`src/rtl/escalonador_proc_pkg.sv`:
```
// Shared definitions for the round-robin process scheduler.
//   PC_W              : processor PC width
//   ID_SO/ID_P1/ID_P2 : context identifiers driven on id_proc
//   estado_t          : scheduler FSM encoding
package escalonador_proc_pkg;

    localparam int PC_W = 9;

    localparam logic [1:0] ID_SO = 2'b00;
    localparam logic [1:0] ID_P1 = 2'b01;
    localparam logic [1:0] ID_P2 = 2'b10;

    typedef enum logic [2:0] {
        OCIOSO,
        SELECIONA,
        CARREGA,
        EXECUTA,
        SALVA
    } estado_t;

endpackage

```
`src/rtl/escalonador_proc_contador_quantum.sv`:
```
// Time-slice counter.
//   clock, reset : rising-edge clock, synchronous active-high reset
//   load, valor  : load the slice length (already clamped to >= 1)
//   dec          : decrement once per executing cycle
//   expira       : high during the last cycle of the slice
module contador_quantum (
    input  logic       clock,
    input  logic       reset,
    input  logic       load,
    input  logic       dec,
    input  logic [7:0] valor,
    output logic       expira
);

    logic [7:0] cnt;

    always_ff @(posedge clock) begin
        if (reset)
            cnt <= '0;
        else if (load)
            cnt <= valor;
        else if (dec && cnt != 8'd0)
            cnt <= cnt - 8'd1;
    end

    // Count of 1 means the current cycle is the final one of the slice.
    assign expira = (cnt == 8'd1);

endmodule

```
`src/rtl/escalonador_proc.sv`:
```
// Round-robin scheduler between the OS and two user processes.
//   start/quantum/proc_ready : OS request, slice length, loaded processes
//   proc_done/pc_atual       : halt of running process, current processor PC
//   id_proc                  : running context (address-offset select)
//   pc_load/pc_novo          : one-cycle PC load request and value
//   stall/ocioso             : processor freeze, OS running without multitasking
module escalonador_proc
    import escalonador_proc_pkg::*;
(
    input  logic            clock,
    input  logic            reset,
    input  logic            start,
    input  logic [7:0]      quantum,
    input  logic [1:0]      proc_ready,
    input  logic            proc_done,
    input  logic [PC_W-1:0] pc_atual,
    output logic [1:0]      id_proc,
    output logic            pc_load,
    output logic [PC_W-1:0] pc_novo,
    output logic            stall,
    output logic            ocioso
);

    estado_t         estado, prox;
    logic [PC_W-1:0] tabela [0:2];
    logic [1:0]      feito;        // bit0 = P1 halted, bit1 = P2 halted
    logic            ptr;          // 0 -> P1 has priority, 1 -> P2
    logic [1:0]      alvo;         // context chosen at the last selection
    logic            causa_done;   // slice ended by halt, not by expiry
    logic            expira;
    logic [1:0]      eleg;
    logic [1:0]      escolha;
    logic [7:0]      q_ef;

    assign q_ef = (quantum == 8'd0) ? 8'd1 : quantum;

    contador_quantum u_contador (
        .clock  (clock),
        .reset  (reset),
        .load   (estado == CARREGA),
        .dec    (estado == EXECUTA),
        .valor  (q_ef),
        .expira (expira)
    );

    always_comb begin
        eleg    = proc_ready & ~feito;
        escolha = ID_SO;
        if (eleg[ptr])
            escolha = ptr ? ID_P2 : ID_P1;
        else if (eleg[~ptr])
            escolha = ptr ? ID_P1 : ID_P2;
    end

    always_comb begin
        prox    = estado;
        pc_load = 1'b0;
        pc_novo = '0;
        stall   = 1'b0;
        ocioso  = 1'b0;
        id_proc = alvo;
        case (estado)
            OCIOSO: begin
                ocioso  = 1'b1;
                id_proc = ID_SO;
                if (start) prox = SELECIONA;
            end
            SELECIONA: begin
                stall = 1'b1;
                prox  = CARREGA;
            end
            CARREGA: begin
                stall   = 1'b1;
                pc_load = 1'b1;
                pc_novo = tabela[alvo];
                prox    = (alvo == ID_SO) ? OCIOSO : EXECUTA;
            end
            EXECUTA: begin
                if (proc_done || expira) prox = SALVA;
            end
            SALVA: begin
                stall = 1'b1;
                prox  = SELECIONA;
            end
            default: prox = OCIOSO;
        endcase
    end

    always_ff @(posedge clock) begin
        if (reset) begin
            estado     <= OCIOSO;
            for (int i = 0; i < 3; i++) tabela[i] <= '0;
            feito      <= '0;
            ptr        <= 1'b0;
            alvo       <= ID_SO;
            causa_done <= 1'b0;
        end else begin
            estado <= prox;
            case (estado)
                OCIOSO: begin
                    if (start) begin
                        tabela[ID_SO] <= pc_atual;
                        feito         <= '0;
                    end
                end
                SELECIONA: alvo <= escolha;
                // Value from the final executing cycle is what SALVA acts on;
                // halt wins over a coincident expiry.
                EXECUTA:   causa_done <= proc_done;
                SALVA: begin
                    if (causa_done)
                        feito[alvo == ID_P2] <= 1'b1;
                    else
                        tabela[alvo] <= pc_atual;
                    ptr <= (alvo == ID_P1);
                end
                default: ;
            endcase
        end
    end

endmodule

```
`config.mk`:
```
export PLATFORM = sky130hd
export DESIGN_NAME = escalonador_proc
export DESIGN_NICKNAME = d
export VERILOG_FILES = /design/src/rtl/escalonador_proc_pkg.sv /design/src/rtl/escalonador_proc_contador_quantum.sv /design/src/rtl/escalonador_proc.sv
export SDC_FILE = /design/constraint.sdc
export NUM_CORES = 1
export LEC_CHECK = 0
export ABC_AREA = 1
export CORE_UTILIZATION = 30
export CTS_CLUSTER_DIAMETER = 200
export CTS_CLUSTER_SIZE = 20
export DETAILED_ROUTE_END_ITERATION = 8
export MAX_ROUTING_LAYER = met4
export PLACE_DENSITY = 0.5
export SLEW_MARGIN = 20
export SYNTH_ARGS = -nofsm -noshare
export SYNTH_HDL_FRONTEND = slang
export SYNTH_SLANG_ARGS = --single-unit
```
`constraint.sdc`:
```
create_clock -name clock -period 5.9 [get_ports clock]
set_clock_uncertainty 0.2 [all_clocks]
set_input_delay 0.885 -clock clock [delete_from_list [all_inputs] [get_ports clock]]
set_output_delay 0.885 -clock clock [all_outputs]
set_load 0.01 [all_outputs]
```
==> run metrics, run 1 <==
run status completed; first-pass GRT wire length 10300 um; MaxCap Viol Count 0; synthesized area per cell approximately 8.4 um^2; buffer levels on the longest clock path 2; largest net degree at the start of global routing 20; maximum level of the CTS H-tree 2; Slew Limit Fails 0; pwr/cell area 293 nW/um^2; path class of the lowest-slack min-delay path reg2reg; number of CTS-inserted buffers 5; fmax about 290 MHz; Syn Std Cell Area ~2700 um^2; hold violation total from the final report 0; minimum clock period after layout roughly 3.4 ns; post-CTS setup buffer count 0; die footprint around 9400 um^2; via count of the routed design roughly 2200; finished layout cell area 3290 um^2; commonest register cell after synthesis edfxtp_1; Comb power frac about 25%; DIE WIDTH 97.2 um; clock transition time at the flip-flop clock pins of the worst setup and hold paths around 0.1 ns; sequential group share of total power between 40 and 50%; most frequent standard cell in the layout excluding fill and tap cells nor2_1; routed len/inst about 13 um; overall global routing resource usage 14.1%; PostCTS Resize Cnt 0; post-route worst hold slack 0.282 ns; total routed wirelength 6220 um; antenna violations before repair 0; global placement routability congestion 0.818; # setup viols final 0; Crit path required time 4.82 ns; launching element type of the critical path register; Vert. Die Dim 97.2 um; Arrival @ worst endpoint 2.36 ns; placement-stage cell area 3170 um^2; start point of the worst min-delay path ptr; Yosys reg bits 55; top post-synthesis cells by area edfxtp_1 40%, dfxtp_1 14%, nor2_1 13%; area of the core ~8800 um^2; Cell Rows 34; hold buffer count at cts 0; DPL Wire Length 4740 um; Gate Count Post-Synth 322; Root Driver clkbuf_8; Reg2Reg Launch Point estado[0]; total congestion overflow after global routing 0; number of library cell types mapped by synthesis 32; max_slew headroom between 40% and 50%; fraction of synthesis flops using an asynchronous set or reset pin 0%; number of routed nets with antenna violations 0; Starting Density between 30% and 40%; area growth from synthesis to final layout 20.9%; layout cells sized above 1 under 10%; number of synthesis warnings 0; Worst Path Class, Setup reg2out; first-pass iteration count of the detailed router 4; Layout Nets around 380; clk sinks 55; internal reg-to-reg setup slack roughly 3.7 ns; endpoint kind of the worst setup timing path output pin; Internal Power 660 uW; number of top-level pins 37; end point of the most critical hold path ptr; Post-synth EDFFs 36; post-synth top area share around 40%; NetSw 303 uW; IO Port Bufs 36; commonest non-fill, non-tap cells in the layout 94 x nor2_1, 41 x nand2_1, 36 x clkdlybuf4s50_1, 36 x edfxtp_1, 30 x inv_1; vias per cell 4.68; post-synthesis net count 347; capture instance of the worst register-to-register path tabela[3][7]; top fanout value on the critical path 19; final worst-path cycle share 58.3%; sum of negative setup slack 0 ns; part of the power in the clock network 26.4%; worst hold path stage count 2; Worst Reg-to-Reg Cells 5; setup repair after global routing missed its margin no; vias in the first global route 2114; leak pwr 1.26 nW; CTS tree built; switching power as a share of total power a little under a third; source-to-sink clock delay at the later pin of the worst-skew pair 0.31 ns; number of antenna diodes 0; number of violations reported at the end of detailed-routing iteration 0 86; worst-case vdd ir drop 0.114 mV; cell taking the most area after synthesis edfxtp_1; part of the Yosys area used for sequential elements 53.8%; final routed DRC violation total 0; worst-margin pin slew just under 0.8 ns
## worst max path at each step
stage / endpoint / depth (start not counted) / slack [ns] / from
4_1_cts: pc_novo[7] / 4 / 2.38 / register
3_5_place_dp: tabela[2][8] / 3 / 2.58 / reset
5_1_grt: pc_novo[6] / 4 / 2.17 / register
3_3_place_gp: tabela[3][5] / 4 / 2.60 / reset
2_1_floorplan: pc_novo[0] / 5 / 3.69 / register
6_report: pc_novo[8] / 4 / 2.46 / register
## stage by stage
step	std cells	setup slack, ns	power, mW	util, %
after floorplan	322	3.69	0.639	-
after global placement	459	2.60	0.722	36.2
after detailed placement	459	2.58	0.721	36.2
after CTS	467	2.38	0.975	37.5
after global routing	467	2.17	1.02	37.5
final	467	2.46	0.963	37.5
## cells by family (layout without fill, tap and decap cells)
family,after synthesis,count (layout),share of synthesized area (%)
fa+ha+maj,2,2,0.920
buf+inv,42,79,6.40
flops,55,55,53.8
compound gates,57,57,11.6
simple gates,166,166,27.3
## worst max-delay path: stages (launching register included)
cell	delay (ns)
dfxtp_1	0.74
inv_1	0.41
o21ai_0	0.32
a21oi_1	0.10
clkdlybuf4s50_1	0.49
## per-layer routing
metal  vias up  share of wire (%)  global-route usage [%]
met5         -                  0                       -
met4         0               0.92                    3.10
met3         5                3.7                    2.52
met2        46                 49                    24.1
met1      1012                 47                    17.5
li1       1122                  -                       -
## final cells by class
cell class,instances,area (um^2)
clock buffer,5,68.8
clock inverter,3,46.3
fill,918,5480
inverter,35,131
multi-input combinational,225,1080
sequential,55,1460
tap,108,135
timing repair buffer,36,360
## registers in the layout (all words and copies together), names as in the netlist, named ones only
register,cells
alvo,2
causa_done,1
estado,3
feito,2
ptr,1
tabela,36
u_contador.cnt,8
## power by group through the flow
stage	clock network (mW)	registers, mW	logic [mW]
6_report	0.254	0.466	0.243
5_1_grt	0.273	0.470	0.276
4_1_cts	0.262	0.467	0.247
3_5_place_dp	0	0.475	0.245
3_3_place_gp	0	0.476	0.246
2_1_floorplan	0	0.458	0.181
## cell usage after synthesis, types with 2 or more instances
cell type and count:
nand2_2 3, o21ai_1 2, clkinv_1 2, buf_2 4, edfxtp_1 36, nand3_1 12
ha_1 2, nor2_2 3, inv_1 30, nand2_1 41, nor2_4 3, dfxtp_1 19
nor2_1 94, inv_2 3, nand2_4 2, o21ai_0 28, a21oi_1 23
Note: power is estimated with default switching activity, not from simulation.
==> run 2, diff against run 1 <==
--- a/config.mk
+++ b/config.mk
@@ -11,7 +11,7 @@
 export CTS_CLUSTER_SIZE = 20
 export DETAILED_ROUTE_END_ITERATION = 8
 export MAX_ROUTING_LAYER = met4
-export PLACE_DENSITY = 0.5
+export PLACE_DENSITY = 0.52
 export SLEW_MARGIN = 20
 export SYNTH_ARGS = -nofsm -noshare
 export SYNTH_HDL_FRONTEND = slang
==> constraint.sdc (replaced) <==
create_clock -name clock -period 3.1 [get_ports clock]
set_clock_uncertainty 0.2 [all_clocks]
set_input_delay 0.465 -clock clock [delete_from_list [all_inputs] [get_ports clock]]
set_output_delay 0.465 -clock clock [all_outputs]
set_load 0.01 [all_outputs]
==> run 2 against run 1 <==
Against the previous run: highest routed layer unchanged; die area stayed put; combinational power up 100%; largest power group unchanged; first-iteration DRC count rose by 2.3%; non-clock buffer count increased by 5; global-route usage rose by 1.1 points; via count fell by 0.55%; critical path depth rose by 1.
==> run metrics, run 2 (synthesis gave the netlist of run 1 again) <==
fmax 351 MHz; final routed DRC violation total 0; Worst Reg-to-Reg Cells 6; GRT met1 Usage around a fifth; Reg2Reg Launch Point estado[0]; Starting Density 31.0%; endpoint kind of the worst setup timing path output pin; first-pass iteration count of the detailed router 6; number of antenna diodes 0; number of CTS-inserted buffers 5; number of violations reported at the end of detailed-routing iteration 0 88; buffer levels on the longest clock path 2; launching element type of the critical path register; Crit path required time 2.43 ns; antenna violations before repair 0; Vert. Die Dim 97.2 um; first-pass GRT wire length between 10000 and 15000 um; minimum clock period after layout 2.85 ns; clk sinks 55; number of top-level pins 37; Cell Rows 34; Root Driver clkbuf_8; die footprint 9450 um^2; termination of the worst setup path pc_novo[0]; Worst Path Class, Setup reg2out; placement-stage cell area 3210 um^2; worst-case vdd ir drop 0.239 mV; total routed wirelength about 6600 um; post-CTS setup buffer count 0; CTS tree built; path class of the lowest-slack min-delay path reg2reg; PostCTS Resize Cnt 0; area of the core 8760 um^2; layout cells sized above 1 9.07%; flip-flop count of the largest register, all copies and words added 36; biggest registers after layout tabela: 36 flops, u_contador.cnt: 8 flops, estado: 3 flops; total congestion overflow after global routing 0; hold violation total from the final report 0; Arrival @ worst endpoint roughly 2.2 ns; Layout Nets 388; largest net degree at the start of global routing 20; max_slew headroom between 60 and 70%; global placement routability congestion 0.874; most frequent standard cell in the layout excluding fill and tap cells nor2_1; top fanout value on the critical path 10; vias in the first global route 2197; DPL Wire Length ~5000 um; capture instance of the worst register-to-register path tabela[1][0]; maximum level of the CTS H-tree 2; finished layout cell area 3320 um^2; via count of the routed design 2173; MaxCap Viol Count 0; Slew Limit Fails 0; hold buffer count at cts 0; internal reg-to-reg setup slack 0.97 ns; # setup viols final 0; final worst-path cycle share about nine tenths; GRT met2 Usage 24.7%; sum of negative setup slack 0 ns; vias per cell 4.60; register with the highest flop count tabela; routed len/inst 14.1 um; met3 usage 2.59%; pwr/cell area 552 nW/um^2; worst-margin pin slew around 0.54 ns; overall global routing resource usage around 15%; most congested layer reported by global routing met2; clock transition time at the flip-flop clock pins of the worst setup and hold paths 0.11 ns; setup repair after global routing missed its margin no; IO Port Bufs 36; DIE WIDTH 97.2 um; leak pwr 1.29 nW; run status completed; commonest non-fill, non-tap cells in the layout 94 x nor2_1, 41 x nand2_1, 36 x clkdlybuf4s50_1, 36 x edfxtp_1, 30 x inv_1; source-to-sink clock delay at the later pin of the worst-skew pair approximately 0.30 ns; number of routed nets with antenna violations 0; area growth from synthesis to final layout 22.1%
run 2: cell count changes in the layout (fill, tap and decap cells not counted):
cell,before,now
clkbuf_1,0,1
inv_6,1,0
buf_4,0,5
run 2: critical path, cell delays in order (launching register included):
cell and delay, ns:
dfxtp_1 0.50, clkinv_1 0.31, nor2_1 0.19, o21ai_0 0.10, a21oi_1 0.20, clkdlybuf4s50_1 0.58
run 2: how the worst min path moves through the flow:
| stage | start | end | slack (ns) | cells past startpoint |
|---|---|---|---|---|
| 2_1_floorplan | feito[1] | feito[1] | 0.24 | 2 |
| 3_3_place_gp | ptr | ptr | 0.26 | 2 |
| 3_5_place_dp | ptr | ptr | 0.27 | 2 |
| 4_1_cts | ptr | ptr | 0.28 | 2 |
| 5_1_grt | ptr | ptr | 0.31 | 2 |
| 6_report | ptr | ptr | 0.28 | 2 |
run 2: where the power goes:
| part | switching [mW] | internal (mW) |
|---|---|---|
| sequential | 0.0425 | 0.831 |
| combinational | 0.298 | 0.188 |
| clock | 0.229 | 0.241 |
run 2: final cells by class:
| cell class | count | area [um^2] |
|---|---|---|
| fillers | 914 | 5440 |
| flip-flops and latches | 55 | 1460 |
| multi-input cells | 225 | 1080 |
| repair buffers | 41 | 398 |
| well taps | 108 | 135 |
| inverters | 35 | 131 |
| clock buffers | 6 | 72.6 |
| clock inverters | 2 | 37.5 |
run 2: metal layers:
metal  routed length (um)  up-vias
met5                    0        -
met4                   45        0
met3                  197        6
met2                 3130       37
met1                 3270      999
li1                     -     1131
run 2: through the flow:
stage | cells | utilization [%] | hold WS (ns) | power [mW] | setup slack [ns]
after floorplan | 322 | - | 0.237 | 1.22 | 1.24
after global placement | 464 | 36.6 | 0.264 | 1.38 | 0.329
after detailed placement | 464 | 36.6 | 0.268 | 1.38 | 0.337
after CTS | 472 | 37.9 | 0.282 | 1.86 | 0.214
after global routing | 472 | 37.9 | 0.313 | 1.95 | 0.0248
final | 472 | 37.9 | 0.278 | 1.83 | 0.249
==> run 3, diff against run 2 <==
--- a/config.mk
+++ b/config.mk
@@ -11,8 +11,9 @@
 export CTS_CLUSTER_SIZE = 20
 export DETAILED_ROUTE_END_ITERATION = 8
 export MAX_ROUTING_LAYER = met4
-export PLACE_DENSITY = 0.52
+export PLACE_DENSITY = 0.51
 export SLEW_MARGIN = 20
 export SYNTH_ARGS = -nofsm -noshare
 export SYNTH_HDL_FRONTEND = slang
+export SYNTH_HIERARCHICAL = 1
 export SYNTH_SLANG_ARGS = --single-unit
==> run 3 against run 2 <==
Against the previous run: count of clock-buffer cells in the layout decreased by 1; total power is 0.36% higher; setup slack lost 0.0033 ns; non-clock buffer count is 1 lower; die area is 2.7% higher; critical endpoint is now pc_load; largest power group unchanged.
==> run metrics, run 3 <==
run status completed; hold buffer count at cts 0; pwr/cell area around 550 nW/um^2; top fanout value on the critical path 11; DIE WIDTH 98.5 um; clock transition time at the flip-flop clock pins of the worst setup and hold paths about 0.10 ns; delay-heaviest family, CP buffers and inverters; launching element of the worst setup path estado[1]; fmax between 300 and 400 MHz; Most Frequent Cell on Critical Path inv_1; via count of the routed design 2255; global placement routability congestion 0.775; buffer and inverter count on the worst path 3; delay of the slowest cell on the worst path 0.61 ns; start point of the worst min-delay path ptr; Starting Density 31.6%; Arrival @ worst endpoint 2.19 ns; antenna violations before repair 0; cell taking the most area after synthesis edfxtp_1; Root Driver clkbuf_8; number of violations reported at the end of detailed-routing iteration 0 97; Slew Limit Fails 0; ranking of synthesized cells by instance count 91 x nor2_1, 45 x nand2_1, 36 x edfxtp_1; Reg2Reg Launch Point estado[2]; final worst-path cycle share 92.1%; die footprint 9700 um^2; layout cells sized above 1 under 10%; total of fill cells in the finished design about 940; setup repair after global routing missed its margin no; number of antenna diodes 0; area growth from synthesis to final layout 19.9%; Vert. Die Dim slightly below 100 um; number of top-level pins 37; vias per cell 4.66; worst hold path stage count 2; number of CTS-inserted buffers 5; top post-synthesis cells by area edfxtp_1 39%, dfxtp_1 14%, nor2_1 12%; area of the core 8850 um^2; leak pwr 1.34 nW; most frequent standard cell in the layout excluding fill and tap cells nor2_1; post-synth top area share 38.7%; Post-synth EDFFs 36; post-synthesis net count 369; path class of the lowest-slack min-delay path reg2reg; Cell Rows 34; source-to-sink clock delay at the later pin of the worst-skew pair 0.30 ns; buffer levels on the longest clock path 2; CTS tree built; worst-case vdd ir drop about 0.22 mV; clk sinks 55; number of synthesis warnings 6; flip-flop count of the largest register, all copies and words added 36; launching element type of the critical path register; commonest non-fill, non-tap cells in the layout 91 x nor2_1, 45 x nand2_1, 36 x clkdlybuf4s50_1, 36 x edfxtp_1, 34 x inv_1; minimum clock period after layout 2.85 ns; first-pass GRT wire length 10800 um; MaxCap Viol Count 0; total congestion overflow after global routing 0; Worst Path Class, Setup reg2out; overall power consumption 1.84 mW; Syn Std Cell Area 2790 um^2; sum of negative setup slack 0 ns; Gate Count Post-Synth 343; total routed wirelength 6440 um; final routed DRC violation total 0; overall global routing resource usage approximately 14%; commonest register cell after synthesis edfxtp_1; cell with the most instances after synthesis nor2_1; slowest cell on the critical path clkdlybuf4s50_1; DPL Wire Length between 4000 and 5000 um; Yosys reg bits 55; max_slew headroom roughly two thirds; number of logic stages on the critical path including buffering 5; largest net degree at the start of global routing 20; # setup viols final 0; fraction of synthesis flops using an asynchronous set or reset pin 0%; IO Port Bufs 36; maximum level of the CTS H-tree 2; register with the highest flop count tabela; worst-path cell chain inv_1 -> nor2_1 -> nand2_1 -> inv_1 -> clkdlybuf4s50_1; endpoint kind of the worst setup timing path output pin; first-pass iteration count of the detailed router 6; Layout Nets about 400; part of the Yosys area used for sequential elements 52.3%; vias in the first global route roughly 2200; Worst Reg-to-Reg Cells 8; Crit path required time 2.43 ns; number of library cell types mapped by synthesis 29; hold violation total from the final report 0; biggest registers after layout tabela: 36 flops, u_contador/cnt: 8 flops, estado: 3 flops; routed len/inst 13.3 um; worst-margin pin slew 0.515 ns; post-route core utilization 37.8%; synthesized area per cell 8.14 um^2; number of routed nets with antenna violations 0
[run 3: final cells by class]
cell class              count  area [um^2]  share of cell area (%)
clock inverters             3         38.8                    1.16
flip-flops and latches     55         1460                    43.6
clock buffers               5         68.8                    2.06
well taps                 108          135                    4.04
multi-input cells         235         1110                    33.1
repair buffers             40          390                    11.7
inverters                  38          146                    4.37
[run 3: through the flow]
stage	instance area, um^2	setup slack, ns	cells	hold slack [ns]
after floorplan	2790	1.25	343	0.237
after global placement	3240	0.535	476	0.262
after detailed placement	3240	0.482	476	0.265
after CTS	3340	0.135	484	0.282
after global routing	3350	0.0360	484	0.311
final	3350	0.246	484	0.280
[run 3: metal layers]
metal	wire length, um	vias to the layer above	part of all wire (%)	track usage [%]
met1	3340	1030	52	20.3
li1	-	1176	-	-
met5	0	-	0	-
met4	25	0	0.39	2.76
met2	2850	45	44	22.5
met3	230	4	3.6	2.13
[run 3: final timing paths]
| kind | to | slack [ns] |
|---|---|---|
| setup / recovery | pc_load | 0.25 |
| hold / removal | ptr | 0.28 |
| setup reg to reg | u_contador/cnt[7] | 0.90 |
| hold reg to reg | ptr | 0.28 |
[run 3: worst register-to-register path, cell delays in order, from the launching register on]
cell	delay [ns]
dfxtp_1	0.45
nor2_1	0.09
nand2_1	0.35
inv_1	0.30
inv_2	0.29
nand3_2	0.18
nor2_1	0.13
nor2_1	0.05
nor2_1	0.09
[run 3: repair_timing]
item | in CTS | in global routing
setup buffers | 0 | 0
setup endpoints to repair | 0 | 2
resized for setup | 0 | 1
[run 3: kinds of logic after synthesis]
| kind of cell | share of synthesized area [%] |
|---|---|
| fa+ha+maj | 1.34 |
| simple gates | 27.3 |
| flops | 52.3 |
| buf+inv | 8.02 |
| compound gates | 11.0 |
[run 3: report_power, final]
group / leakage (nW) / internal (mW) / switching [mW]
combinational: 0.770 / 0.191 / 0.302
sequential: 0.516 / 0.832 / 0.0425
clock: 0.0556 / 0.237 / 0.233
